<file path="src/rtl/conv_12_mac_ctrl_pkg.sv">
// conv_12_mac_ctrl_pkg: shared FSM state type, operand/product widths and defaults for the MAC controller
package conv_12_mac_ctrl_pkg;
    typedef enum logic [1:0] {IDLE, ACC, DRAIN, OUT} state_t;
    localparam int PIX_W     = 16;
    localparam int WGT_W     = 8;
    localparam int PROD_W    = 24;
    localparam int LEN_W     = 8;
    localparam int ACC_W_DEF = 32;
endpackage

</file>
<file path="src/rtl/conv_12_mac_ctrl_if.sv">
// conv_12_mac_ctrl_if: operand-pair input stream and result output stream of the MAC controller
//   pix_tdata/wgt_tdata/in_tvalid/in_tready : signed operand pair stream into the block
//   res_tdata/res_tvalid/res_tready         : signed dot-product result stream out of the block
//   master drives operands and accepts results; slave is the MAC controller
interface conv_12_mac_ctrl_if
    import conv_12_mac_ctrl_pkg::*;
#(
    parameter int ACC_W = ACC_W_DEF
) ();
    logic signed [PIX_W-1:0] pix_tdata;
    logic signed [WGT_W-1:0] wgt_tdata;
    logic                    in_tvalid;
    logic                    in_tready;
    logic        [ACC_W-1:0] res_tdata;
    logic                    res_tvalid;
    logic                    res_tready;
    modport master (
        output pix_tdata, wgt_tdata, in_tvalid, res_tready,
        input  in_tready, res_tdata, res_tvalid
    );
    modport slave (
        input  pix_tdata, wgt_tdata, in_tvalid, res_tready,
        output in_tready, res_tdata, res_tvalid
    );
endinterface

</file>
<file path="src/rtl/conv_12_mac_ctrl_mul.sv">
// conv_12_mac_mul: combinational signed 16x8 multiplier with full-precision 24-bit product
//   a_i : signed pixel operand
//   b_i : signed weight operand
//   p_o : signed product
module conv_12_mac_mul
    import conv_12_mac_ctrl_pkg::*;
(
    input  logic signed [PIX_W-1:0]  a_i,
    input  logic signed [WGT_W-1:0]  b_i,
    output logic signed [PROD_W-1:0] p_o
);
    assign p_o = a_i * b_i;
endmodule

</file>
<file path="src/rtl/conv_12_mac_ctrl.sv">
// conv_12_mac_ctrl: runtime-length signed dot-product engine with start/ready/done control
//   ap_clk, ap_rst_n        : clock, asynchronous active-low reset
//   ap_start, len           : job start and pair count, sampled in IDLE (len clamped to MAX_LEN)
//   ap_idle, ap_ready, ap_done : idle level, last-pair-accepted pulse, result-handshake pulse
//   s                       : operand and result streams (conv_12_mac_ctrl_if.slave)
//   Build option CONV_12_MAC_RELU_EN clamps negative results to zero.
module conv_12_mac_ctrl
    import conv_12_mac_ctrl_pkg::*;
#(
    parameter int MAX_LEN = 255,
    parameter int ACC_W   = ACC_W_DEF
) (
    input  logic             ap_clk,
    input  logic             ap_rst_n,
    input  logic             ap_start,
    input  logic [LEN_W-1:0] len,
    output logic             ap_idle,
    output logic             ap_ready,
    output logic             ap_done,
    conv_12_mac_ctrl_if.slave s
);
    localparam logic [LEN_W-1:0] MAX_L = LEN_W'(MAX_LEN > 255 ? 255 : MAX_LEN);
    state_t                    state_q;
    logic        [LEN_W-1:0]   len_q;
    logic        [LEN_W-1:0]   cnt_q;
    logic signed [PROD_W-1:0]  prod_q;
    logic signed [PROD_W-1:0]  prod;
    logic                      pv_q;
    logic signed [ACC_W-1:0]   acc_q;
    logic                      hs;
    logic                      last;
    conv_12_mac_mul u_mul (
        .a_i (s.pix_tdata),
        .b_i (s.wgt_tdata),
        .p_o (prod)
    );
    assign hs           = s.in_tvalid && s.in_tready;
    assign last         = hs && (cnt_q == len_q - 1'b1);
    assign s.in_tready  = state_q == ACC;
    assign s.res_tvalid = state_q == OUT;
    assign ap_idle      = state_q == IDLE;
    // zero-length jobs report ready in their start cycle; held low while reset is asserted
    assign ap_ready     = last || (ap_idle && ap_start && len == '0 && ap_rst_n);
    assign ap_done      = s.res_tvalid && s.res_tready;
`ifdef CONV_12_MAC_RELU_EN
    assign s.res_tdata  = s.res_tvalid && !acc_q[ACC_W-1] ? acc_q : '0;
`else
    assign s.res_tdata  = s.res_tvalid ? acc_q : '0;
`endif
    always_ff @(posedge ap_clk or negedge ap_rst_n) begin
        if (!ap_rst_n) begin
            state_q <= IDLE;
            len_q   <= '0;
            cnt_q   <= '0;
            prod_q  <= '0;
            pv_q    <= 1'b0;
            acc_q   <= '0;
        end else begin
            // product stage runs one cycle behind the handshake; DRAIN absorbs the last one
            pv_q <= hs;
            if (hs) prod_q <= prod;
            if (hs) cnt_q <= cnt_q + 1'b1;
            if (pv_q) acc_q <= acc_q + ACC_W'(prod_q);
            case (state_q)
                IDLE: if (ap_start) begin
                    acc_q   <= '0;
                    cnt_q   <= '0;
                    len_q   <= len > MAX_L ? MAX_L : len;
                    state_q <= len == '0 ? OUT : ACC;
                end
                ACC:     if (last) state_q <= DRAIN;
                DRAIN:   state_q <= OUT;
                OUT:     if (s.res_tready) state_q <= IDLE;
                default: state_q <= IDLE;
            endcase
        end
    end
endmodule

</file>
<file path="src/flat_wrapper.sv">
// flat-port wrapper written by rule: the top's interface ports become plain ports
module conv_12_mac_ctrl_flat import conv_12_mac_ctrl_pkg::*;
#(
    parameter int MAX_LEN = 255,
    parameter int ACC_W   = ACC_W_DEF
)
  (ap_clk, ap_rst_n, ap_start, len, ap_idle, ap_ready, ap_done, s_pix_tdata, s_wgt_tdata, s_in_tvalid, s_res_tready, s_in_tready, s_res_tdata, s_res_tvalid);
  conv_12_mac_ctrl_if #(.ACC_W(ACC_W)) s_i ();
  input  logic ap_clk;
  input  logic ap_rst_n;
  input  logic ap_start;
  input  logic [LEN_W-1:0] len;
  output logic ap_idle;
  output logic ap_ready;
  output logic ap_done;
  input wire logic [$bits(s_i.pix_tdata)-1:0] s_pix_tdata;
  input wire logic [$bits(s_i.wgt_tdata)-1:0] s_wgt_tdata;
  input wire logic [$bits(s_i.in_tvalid)-1:0] s_in_tvalid;
  input wire logic [$bits(s_i.res_tready)-1:0] s_res_tready;
  output wire logic [$bits(s_i.in_tready)-1:0] s_in_tready;
  output wire logic [$bits(s_i.res_tdata)-1:0] s_res_tdata;
  output wire logic [$bits(s_i.res_tvalid)-1:0] s_res_tvalid;
  assign s_i.pix_tdata = s_pix_tdata;
  assign s_i.wgt_tdata = s_wgt_tdata;
  assign s_i.in_tvalid = s_in_tvalid;
  assign s_i.res_tready = s_res_tready;
  assign s_in_tready = s_i.in_tready;
  assign s_res_tdata = s_i.res_tdata;
  assign s_res_tvalid = s_i.res_tvalid;
  conv_12_mac_ctrl #(.MAX_LEN(MAX_LEN), .ACC_W(ACC_W)) u_core (.ap_clk(ap_clk), .ap_rst_n(ap_rst_n), .ap_start(ap_start), .len(len), .ap_idle(ap_idle), .ap_ready(ap_ready), .ap_done(ap_done), .s(s_i));
endmodule
</file>
<file path="config.mk">
export PLATFORM = sky130hd
export DESIGN_NAME = conv_12_mac_ctrl_flat
export DESIGN_NICKNAME = d
export VERILOG_FILES = /design/src/rtl/conv_12_mac_ctrl_pkg.sv /design/src/rtl/conv_12_mac_ctrl_if.sv /design/src/rtl/conv_12_mac_ctrl_mul.sv /design/src/rtl/conv_12_mac_ctrl.sv /design/src/flat_wrapper.sv
export SDC_FILE = /design/constraint.sdc
export NUM_CORES = 1
export LEC_CHECK = 0
export BUFFER_PORTS_ARGS = -buffer_cell sky130_fd_sc_hd__clkbuf_2
export CORE_MARGIN = 2
export CORE_UTILIZATION = 65
export DETAILED_ROUTE_END_ITERATION = 6
export GPL_ROUTABILITY_DRIVEN = 0
export PLACE_DENSITY_LB_ADDON = 0.12
export SLEW_MARGIN = 10
export SYNTH_ARGS = -nofsm -noshare
export SYNTH_HDL_FRONTEND = slang
export SYNTH_HIERARCHICAL = 1
export SYNTH_SLANG_ARGS = --single-unit
</file>
<file path="constraint.sdc">
create_clock -name ap_clk -period 4.3 [get_ports ap_clk]
set_input_delay 0.215 -clock ap_clk [delete_from_list [all_inputs] [get_ports ap_clk]]
set_output_delay 0.215 -clock ap_clk [all_outputs]
set_load 0.02 [all_outputs]
</file>
# Yosys cells after proc, flatten, opt, wreduce, memory -nomap -nowiden
# Cells that the tools add are included.
[totals]
reg_bits = 75
input_bits = 37
elab_cells = 42
[op_classes]
addsub = 3
multipliers = 1
magnitude_cmp = 1
n_eq_ne = 7
n_mux = 13
reduce_logical = 11
[op_table]
columns = ["op", "count"]
rows = [
  ["32-bit two-way mux", 4],
  ["32-bit by 24-bit adder with 32-bit output", 1],
  ["8-bit two-way mux", 4],
  ["16-bit by 8-bit multiplier with 24-bit output", 1],
  ["8-bit by 1-bit adder with 8-bit output, second input constant", 1],
  ["8-bit == test", 1],
  ["8-bit > comparator, second input constant", 1],
  ["8-bit logical NOT", 1],
  ["2-bit two-way mux", 4],
  ["2-bit case mux with 4 select lines", 1],
  ["8-bit by 1-bit subtractor with 8-bit output, second input constant", 1],
  ["1-bit logical AND", 6],
  ["2-bit != test, second input constant", 3],
  ["2-bit == test, second input constant", 2],
  ["3-bit AND reduction", 1],
  ["2-bit by 1-bit == test with 1-bit output, second input constant", 1],
  ["2-bit logical NOT", 1],
  ["2-bit AND reduction", 1],
  ["1-bit logical OR", 1],
]

# Logic depth before layout (Yosys ltp)
# Gate-level depths: netlist of run 1.
[depth]
depth_word = 5
mapped_depth = 19

# Modules after synthesis
# Netlist of run 1, hierarchy kept.
[modules_own_cells]
columns = ["module", "n_inst", "cells_per_inst", "area_each_um2", "seq_area_each_um2"]
rows = [
  ["conv_12_mac_ctrl", 1, 584, 5337.6, 1876.8],
  ["conv_12_mac_mul", 1, 564, 4834.6, 0.0],
]

# Worst setup path after synthesis of run 1
# Ideal clock, no wire load.
[synth_timing]
path_kind = "in2reg"
from = "input s_wgt_tdata[7]"
to = "register u_core.prod_q[23]"
setup_ns = 0.125
arrival_time_ns = 4.404
setup_slack_ns = -0.229
stages = 16
path_cell_list = "inv_1 -> buf_1 -> nor2_1 -> fa_1 -> fa_1 -> fa_1 -> inv_1 -> fa_1 -> inv_1 -> ha_1 -> nand2_1 -> a21boi_1 -> nand3_1 -> and2_1 -> o311a_1 -> mux2_2"
[synth_between]
elab_chain_cells = 1
[synth_rtl]
columns = ["item", "line_no", "text"]
rows = [
  ["start: declaration", "flat_wrapper.sv:17", "input wire logic [$bits(s_i.wgt_tdata)-1:0] s_wgt_tdata;"],
  ["16-bit by 8-bit multiplier with 24-bit output", "conv_12_mac_ctrl_mul.sv:12", "assign p_o = a_i * b_i;"],
  ["named net u_core.prod[23]", "conv_12_mac_ctrl.sv:27", "logic signed [PROD_W-1:0] prod;"],
  ["end signal: assignment", "conv_12_mac_ctrl.sv:61", "if (hs) prod_q <= prod;"],
  ["end: declaration", "conv_12_mac_ctrl.sv:26", "logic signed [PROD_W-1:0] prod_q;"],
]
# The timed path passes the listed nets, and every way through them passes these cells.
# A chain may end at the register's enable or synchronous reset.

# Worst setup path after layout of run 1
[layout_timing]
from = "input s_wgt_tdata[4]"
to = "register u_core.prod_q[23]"
# Same word-level chain as after synthesis.

==> results.yml, run 1 <==
cells_and_area:
  layout_commonest_cell: "inv_1"
  stdcell_count: 1496
  finalNetCount: 1505
  mostFrequentLayoutCells: "inv_1 (139), and2_1 (121), nand2_1 (99), fa_1 (99), buf_4 (94)"
  layout-drive-gt1-share_pct: 20.93
  fill_cells: 1107
  syn_to_final_growth_pct: 16.28
  n_antenna_cell: 0
drt:
  viasPerCell: 5.620
  antenna_left: 0
  drtPass1Iterations: 5
  routed_wl_um: 22780
  wl_per_cell_um: 15.23
  num_vias: 8408
  dr.first_iter.drc_count: 460
  drc: 0
logic_synthesis:
  synth_compound_area_share_pct: 13.31
  synthAdderAreaFrac_pct: 30.55
  synth_top_family_by_area: "adder cells"
  synth_cell_types: 81
  synth-seq-cells: 75
  synth.area.mux_share_pct: 5.117
  syn_avg_cell_area_um2: 8.861
  synth_nets: 1371
  synth-simple-area-share_pct: 20.50
  async_flop_share_pct: 100.0
  ys_seq_area_share_pct: 18.45
  yosysWarnings: 6
  synth_ff_type: "dfrtp_1"
  synth-edff-count: 0
  netlist_area_um2: 10170
  synthXorXnorAreaFrac_pct: 4.477
  synth_cells: 1148
floorplanning:
  die_h_um: 129.1
  coreArea_um2: 15260
  initial_utilization_pct: 66.67
  io_pins: 74
  die_x_um: 129.1
  die_area_um2: 16670
  rows: 45
placement:
  place_ws_ns: -0.4610
  dp.cells: 1474
  port_buffers: 73
  dp_hpwl_um: 17720
setup_path:
  crit_type: "input pin to register"
  start_kind: "input pin"
  startpoint: "s_wgt_tdata[4]"
  worst_r2r_startpoint: "u_core/prod_q[0]"
  cp-end-kind: "register"
  cp.required_ns: 4.52
  cp.arrival_ns: 4.47
  path_max_fanout: 8
clock_tree:
  cts_tree: "built"
  insertion_delay_ns: 0.34
  clock_path_buffers: 2
  cts_buffers: 9
  htreeDepth: 3
  clk_pin_slew_ns: 0.06
  numClockSinks: 75
  root_buffer: "clkbuf_16"
sta:
  finalMaxSlewViolations: 0
  fin_crit_ns: 4.253
  setup_viol: 0
  rsz0062_at_grt: "yes"
  final.setup_skew_ns: 0.005645
  worst_pin_slew_ns: 1.026
  fin_ws_ns: 0.04725
  timing.fmax_mhz: 235.1
  period_share_pct: 98.90
  hold_violations: 0
  slew_headroom_pct: 31.62
hold_path:
  hold_start: "len[5]"
  min_path_type: "input pin to register"
grt:
  grtUsageTotal_pct: 28.29
  grt_max_degree: 45
  grt_antenna_before_repair: 0
  grt_pass1_vias: 8305
  overflow: 0
  grt_pass1_wl_um: 38300
power_and_ir_drop:
  p_leak_nw: 5.974
  p_per_area_nw_per_um2: 761.4
  ir_drop_mv: 0.7912
run:
  drv_cap: 0
run_status:
  status: "finished clean"
==> routing by layer <==
metal,part of all wire [%],GRT usage [%],vias to the layer above
li1,-,-,4081
met3,4.2,3.881,36
met2,50,49.07,180
met4,1.5,5.435,0
met5,0,0,-
met1,44,38.41,4111
==> what timing repair did <==
item,4_1_cts,5_1_grt
hold buffers,1,0
endpoints found under the setup margin,4,12
pin swaps,4,22
gates cloned,0,0
buffers inserted,2,5
endpoints found under the hold margin,31,0
gates resized for setup,9,63
==> logic make-up (layout without fill, tap and decap cells) <==
logic type | count (synthesis) | in the layout
buffers and inverters | 189 | 326
adders and majority gates | 186 | 186
muxes | 48 | 48
DFF | 75 | 75
AOI/OAI and AO/OA | 202 | 202
and+or+nand+nor | 396 | 396
xor gates and xnor gates | 52 | 52
==> synthesized netlist by cell type, types with 9 or more instances <==
library cell,instances,share of area [%]
a21o_1,32,2.4
a21oi_1,59,2.9
a31oi_1,9,0.55
and2_1,125,7.7
and3_1,12,0.74
clkbuf_1,24,0.89
dfrtp_1,75,18
fa_1,104,20
ha_1,82,10
inv_1,146,5.4
mux2_2,24,2.7
mux2i_1,22,2.2
nand2_1,101,3.7
nand3_1,17,0.84
nand3b_1,12,0.89
nand4_1,9,0.55
nor2_1,63,2.3
nor3_1,20,0.98
o21ai_0,34,1.7
xnor2_1,34,2.9
xor2_1,18,1.5
==> cell type report <==
class	count	area (um^2)	area share (%)
Clock inverter	5	56.30	0.4760
Multi-Input combinational cell	884	7756	65.57
Timing Repair Buffer	166	1100	9.298
Tap cell	211	264.0	2.232
Inverter	146	550.5	4.654
Sequential cell	75	1877	15.87
Clock buffer	9	225.2	1.904
==> state kept, by name, summed over array words and instances (netlist names) <==
name	count
u_core/pv_q	1
u_core/prod_q	24
u_core/cnt_q	8
u_core/state_q	2
u_core/acc_q	32
u_core/len_q	8
==> stage by stage <==
| step | power, W | hold WS, ns | setup TNS (ns) | util, % | instance area (um^2) |
|---|---|---|---|---|---|
| final | 0.009006 | 0.08578 | 0 | 77.52 | 11830 |
| after global routing | 0.009915 | 0.07694 | -0.1918 | 77.52 | 11830 |
| after CTS | 0.008553 | 0.07657 | 0 | 75.94 | 11590 |
| after detailed placement | 0.007713 | 0.1811 | -3.547 | 73.73 | 11250 |
| after global placement | 0.007519 | 0.1822 | -2.636 | 73.73 | 11250 |
| after floorplan | 0.006063 | -0.08059 | -0.01601 | - | 10220 |
==> report_power, final <==
part / internal (W) / switching, W / leakage [nW]
Clock: 0.000441 / 0.000284 / 0.137
Combinational: 0.00331 / 0.00371 / 4.89
Sequential: 0.00100 / 0.000259 / 0.951
Total: 0.00476 / 0.00425 / 5.97
==> worst max-delay path, stage by stage <==
cell and delay (ns):
clkbuf_4 0.16, buf_4 0.17, and2_1 0.15, fa_1 0.47
fa_1 0.55, fa_1 0.51, inv_1 0.06, fa_1 0.48
inv_1 0.04, ha_1 0.32, nand2_1 0.15, nor3_2 0.24
nand3_2 0.15, and2_4 0.19, o311a_1 0.34, mux2_2 0.26
==> path summary, 6_finish.rpt <==
kind	to	slack (ns)	depth (start not counted)
max	u_core/prod_q[23]	0.05	16
min	u_core/len_q[5]	0.09	3
max reg2reg	u_core/acc_q[24]	1.44	10
min reg2reg	u_core/len_q[7]	0.52	2
max in group asynchronous	u_core/prod_q[21]	3.00	3
min in group asynchronous	u_core/acc_q[7]	0.36	2
(Power assumes the default switching activity.)
==> run 2, diff against run 1 <==
--- a/config.mk
+++ b/config.mk
@@ -7,10 +7,11 @@
 export LEC_CHECK = 0
 export BUFFER_PORTS_ARGS = -buffer_cell sky130_fd_sc_hd__clkbuf_2
 export CORE_MARGIN = 2
-export CORE_UTILIZATION = 65
+export CORE_UTILIZATION = 57
 export DETAILED_ROUTE_END_ITERATION = 6
 export GPL_ROUTABILITY_DRIVEN = 0
 export PLACE_DENSITY_LB_ADDON = 0.12
+export REMOVE_ABC_BUFFERS = 1
 export SLEW_MARGIN = 10
 export SYNTH_ARGS = -nofsm -noshare
 export SYNTH_HDL_FRONTEND = slang
==> constraint.sdc (replaced) <==
create_clock -name ap_clk -period 3.6 [get_ports ap_clk]
set_input_delay 0.18 -clock ap_clk [delete_from_list [all_inputs] [get_ports ap_clk]]
set_output_delay 0.18 -clock ap_clk [all_outputs]
set_load 0.02 [all_outputs]
==> results.yml, run 2 (synthesis results as in run 1) <==
floorplanning:
  io_pins: 74
  die_x_um: 137.6
  coreArea_um2: 17360
  rows: 48
  die_h_um: 137.6
  die_area_um2: 18930
  initial_utilization_pct: 58.61
cells_and_area:
  syn_to_final_growth_pct: 24.22
  largest_reg_flops: 32
  finalNetCount: 1528
  top_regs: "u_core/acc_q (32), u_core/prod_q (24)"
  fill_cells: 1268
  final_util_pct: 72.80
  n_antenna_cell: 0
  layout_commonest_cell: "inv_1"
  layout-drive-gt1-share_pct: 25.97
  stdcell_count: 1534
  regMostFlops: "u_core/acc_q"
  mostFrequentLayoutCells: "inv_1 (129), and2_1 (115), fa_1 (100)"
power_and_ir_drop:
  p_per_area_nw_per_um2: 961.0
  p_total_w: 0.01214
  p_leak_nw: 6.280
  ir_drop_mv: 0.9455
setup_path:
  cp.required_ns: 3.88
  start_kind: "input pin"
  crit_type: "input pin to register"
  cp-end-kind: "register"
  cp.arrival_ns: 4.33
  slowest_stage: "fa_2"
  path_max_fanout: 8
  critPathMaxStageDelay_ns: 0.58
  path_cells: "clkbuf_16 -> clkinv_8 -> buf_12 -> buf_4 -> nor2_2 -> fa_1 -> fa_2 -> fa_1 -> fa_1 -> ha_4 -> nand2_1 -> o21a_1 -> mux2_4 -> a311o_1 -> a311oi_2 -> mux2_4"
  cp_common_cell: "fa_1"
sta:
  period_share_pct: 112.4
  slew_headroom_pct: 31.19
  fin_crit_ns: 4.046
  finalMaxSlewViolations: 0
  hold_violations: 0
  timing.fmax_mhz: 247.2
  rsz0062_at_grt: "yes"
  worst_pin_slew_ns: 1.032
  fin_ws_ns: -0.4458
  final.setup_skew_ns: 0.005982
  setup_viol: 13
  finalSetupTns_ns: -4.341
run_status:
  failed_checks: "setup timing"
  status: "complete, but fails checks"
clock_tree:
  clock_path_buffers: 2
  cts_buffers: 9
  clk_pin_slew_ns: 0.06
  htreeDepth: 3
  numClockSinks: 75
  insertion_delay_ns: 0.34
  root_buffer: "clkbuf_16"
  cts_tree: "built"
placement:
  dp.cells: 1504
  dp_hpwl_um: 18170
  port_buffers: 73
  place_ws_ns: -1.086
hold_path:
  min_path_type: "input pin to register"
drt:
  wl_met1_um: 11140
  route.met3.wl_um: 710
  wl_per_cell_um: 15.89
  drc: 0
  highest_layer: "met4"
  drtPass1Iterations: 6
  routed_wl_um: 24380
  dr.first_iter.drc_count: 513
  antenna_left: 0
  wl_met2_um: 12320
  num_vias: 8530
  viasPerCell: 5.561
grt:
  grt_pass1_vias: 8719
  grtUsageTotal_pct: 27.20
  grt_pass1_wl_um: 40830
  grt_max_degree: 41
  grt_antenna_before_repair: 0
  overflow: 0
run:
  drv_cap: 0
run 2: through the flow:
stage                     area (um^2)  hold slack (ns)
after floorplan                  9948          -0.1156
after global placement          11370           0.1812
after detailed placement        11370           0.1910
after CTS                       12460          0.03307
after global routing            12640          0.04237
final                           12640          0.04363
run 2: worst max-delay path: cells and delay by family:
kind                     cells  cell delay (ns)
adder cells (fa/ha/maj)      5             2.26
AND/OR/NAND/NOR              2             0.16
buffers and inverters        4             0.46
multiplexers                 2             0.48
AO/OA/AOI/OAI                3             0.77
run 2: final cells by class:
| cell class | instances | area (um^2) | share of cell area (%) |
|---|---|---|---|
| clock buffer | 9 | 225.2 | 1.782 |
| clock inverter | 6 | 90.09 | 0.7129 |
| sequential | 75 | 1877 | 14.85 |
| timing repair buffer | 189 | 1518 | 12.01 |
| tap | 225 | 281.5 | 2.228 |
| multi-input combinational | 884 | 8084 | 63.98 |
| inverter | 146 | 560.5 | 4.436 |
run 2: worst paths after layout:
| kind | start | to | slack, ns | depth (start not counted) |
|---|---|---|---|---|
| max | s_wgt_tdata[7] | u_core/prod_q[22] | -0.45 | 16 |
| max in group asynchronous | ap_rst_n | u_core/cnt_q[0] | 2.35 | 3 |
| min reg2reg | u_core/prod_q[16] | u_core/prod_q[16] | 0.52 | 1 |
| min | len[5] | u_core/len_q[5] | 0.04 | 3 |
| max reg2reg | u_core/prod_q[0] | u_core/acc_q[30] | 0.77 | 10 |
| min in group asynchronous | ap_rst_n | u_core/cnt_q[3] | 0.35 | 2 |
run 2: power by group:
group | internal (W) | switching (W) | leakage (nW)
Clock | 0.000605 | 0.000359 | 0.152
Combinational | 0.00475 | 0.00492 | 5.18
Sequential | 0.00120 | 0.000307 | 0.951
Total | 0.00655 | 0.00559 | 6.28
run 2: layer usage:
layer,GRT usage (%),up-vias
met4,5.269,0
li1,-,4132
met1,36.10,4238
met2,48.09,142
met3,3.274,18
met5,0,-
run 2: repair_timing:
| item | in CTS | in global routing |
|---|---|---|
| hold buffers | 1 | 0 |
| gates resized for setup | 132 | 51 |
| setup endpoints to repair | 16 | 15 |
| buffers inserted | 14 | 3 |
| endpoints found under the hold margin | 35 | 0 |
| pin swaps | 65 | 46 |
| cloned | 1 | 0 |
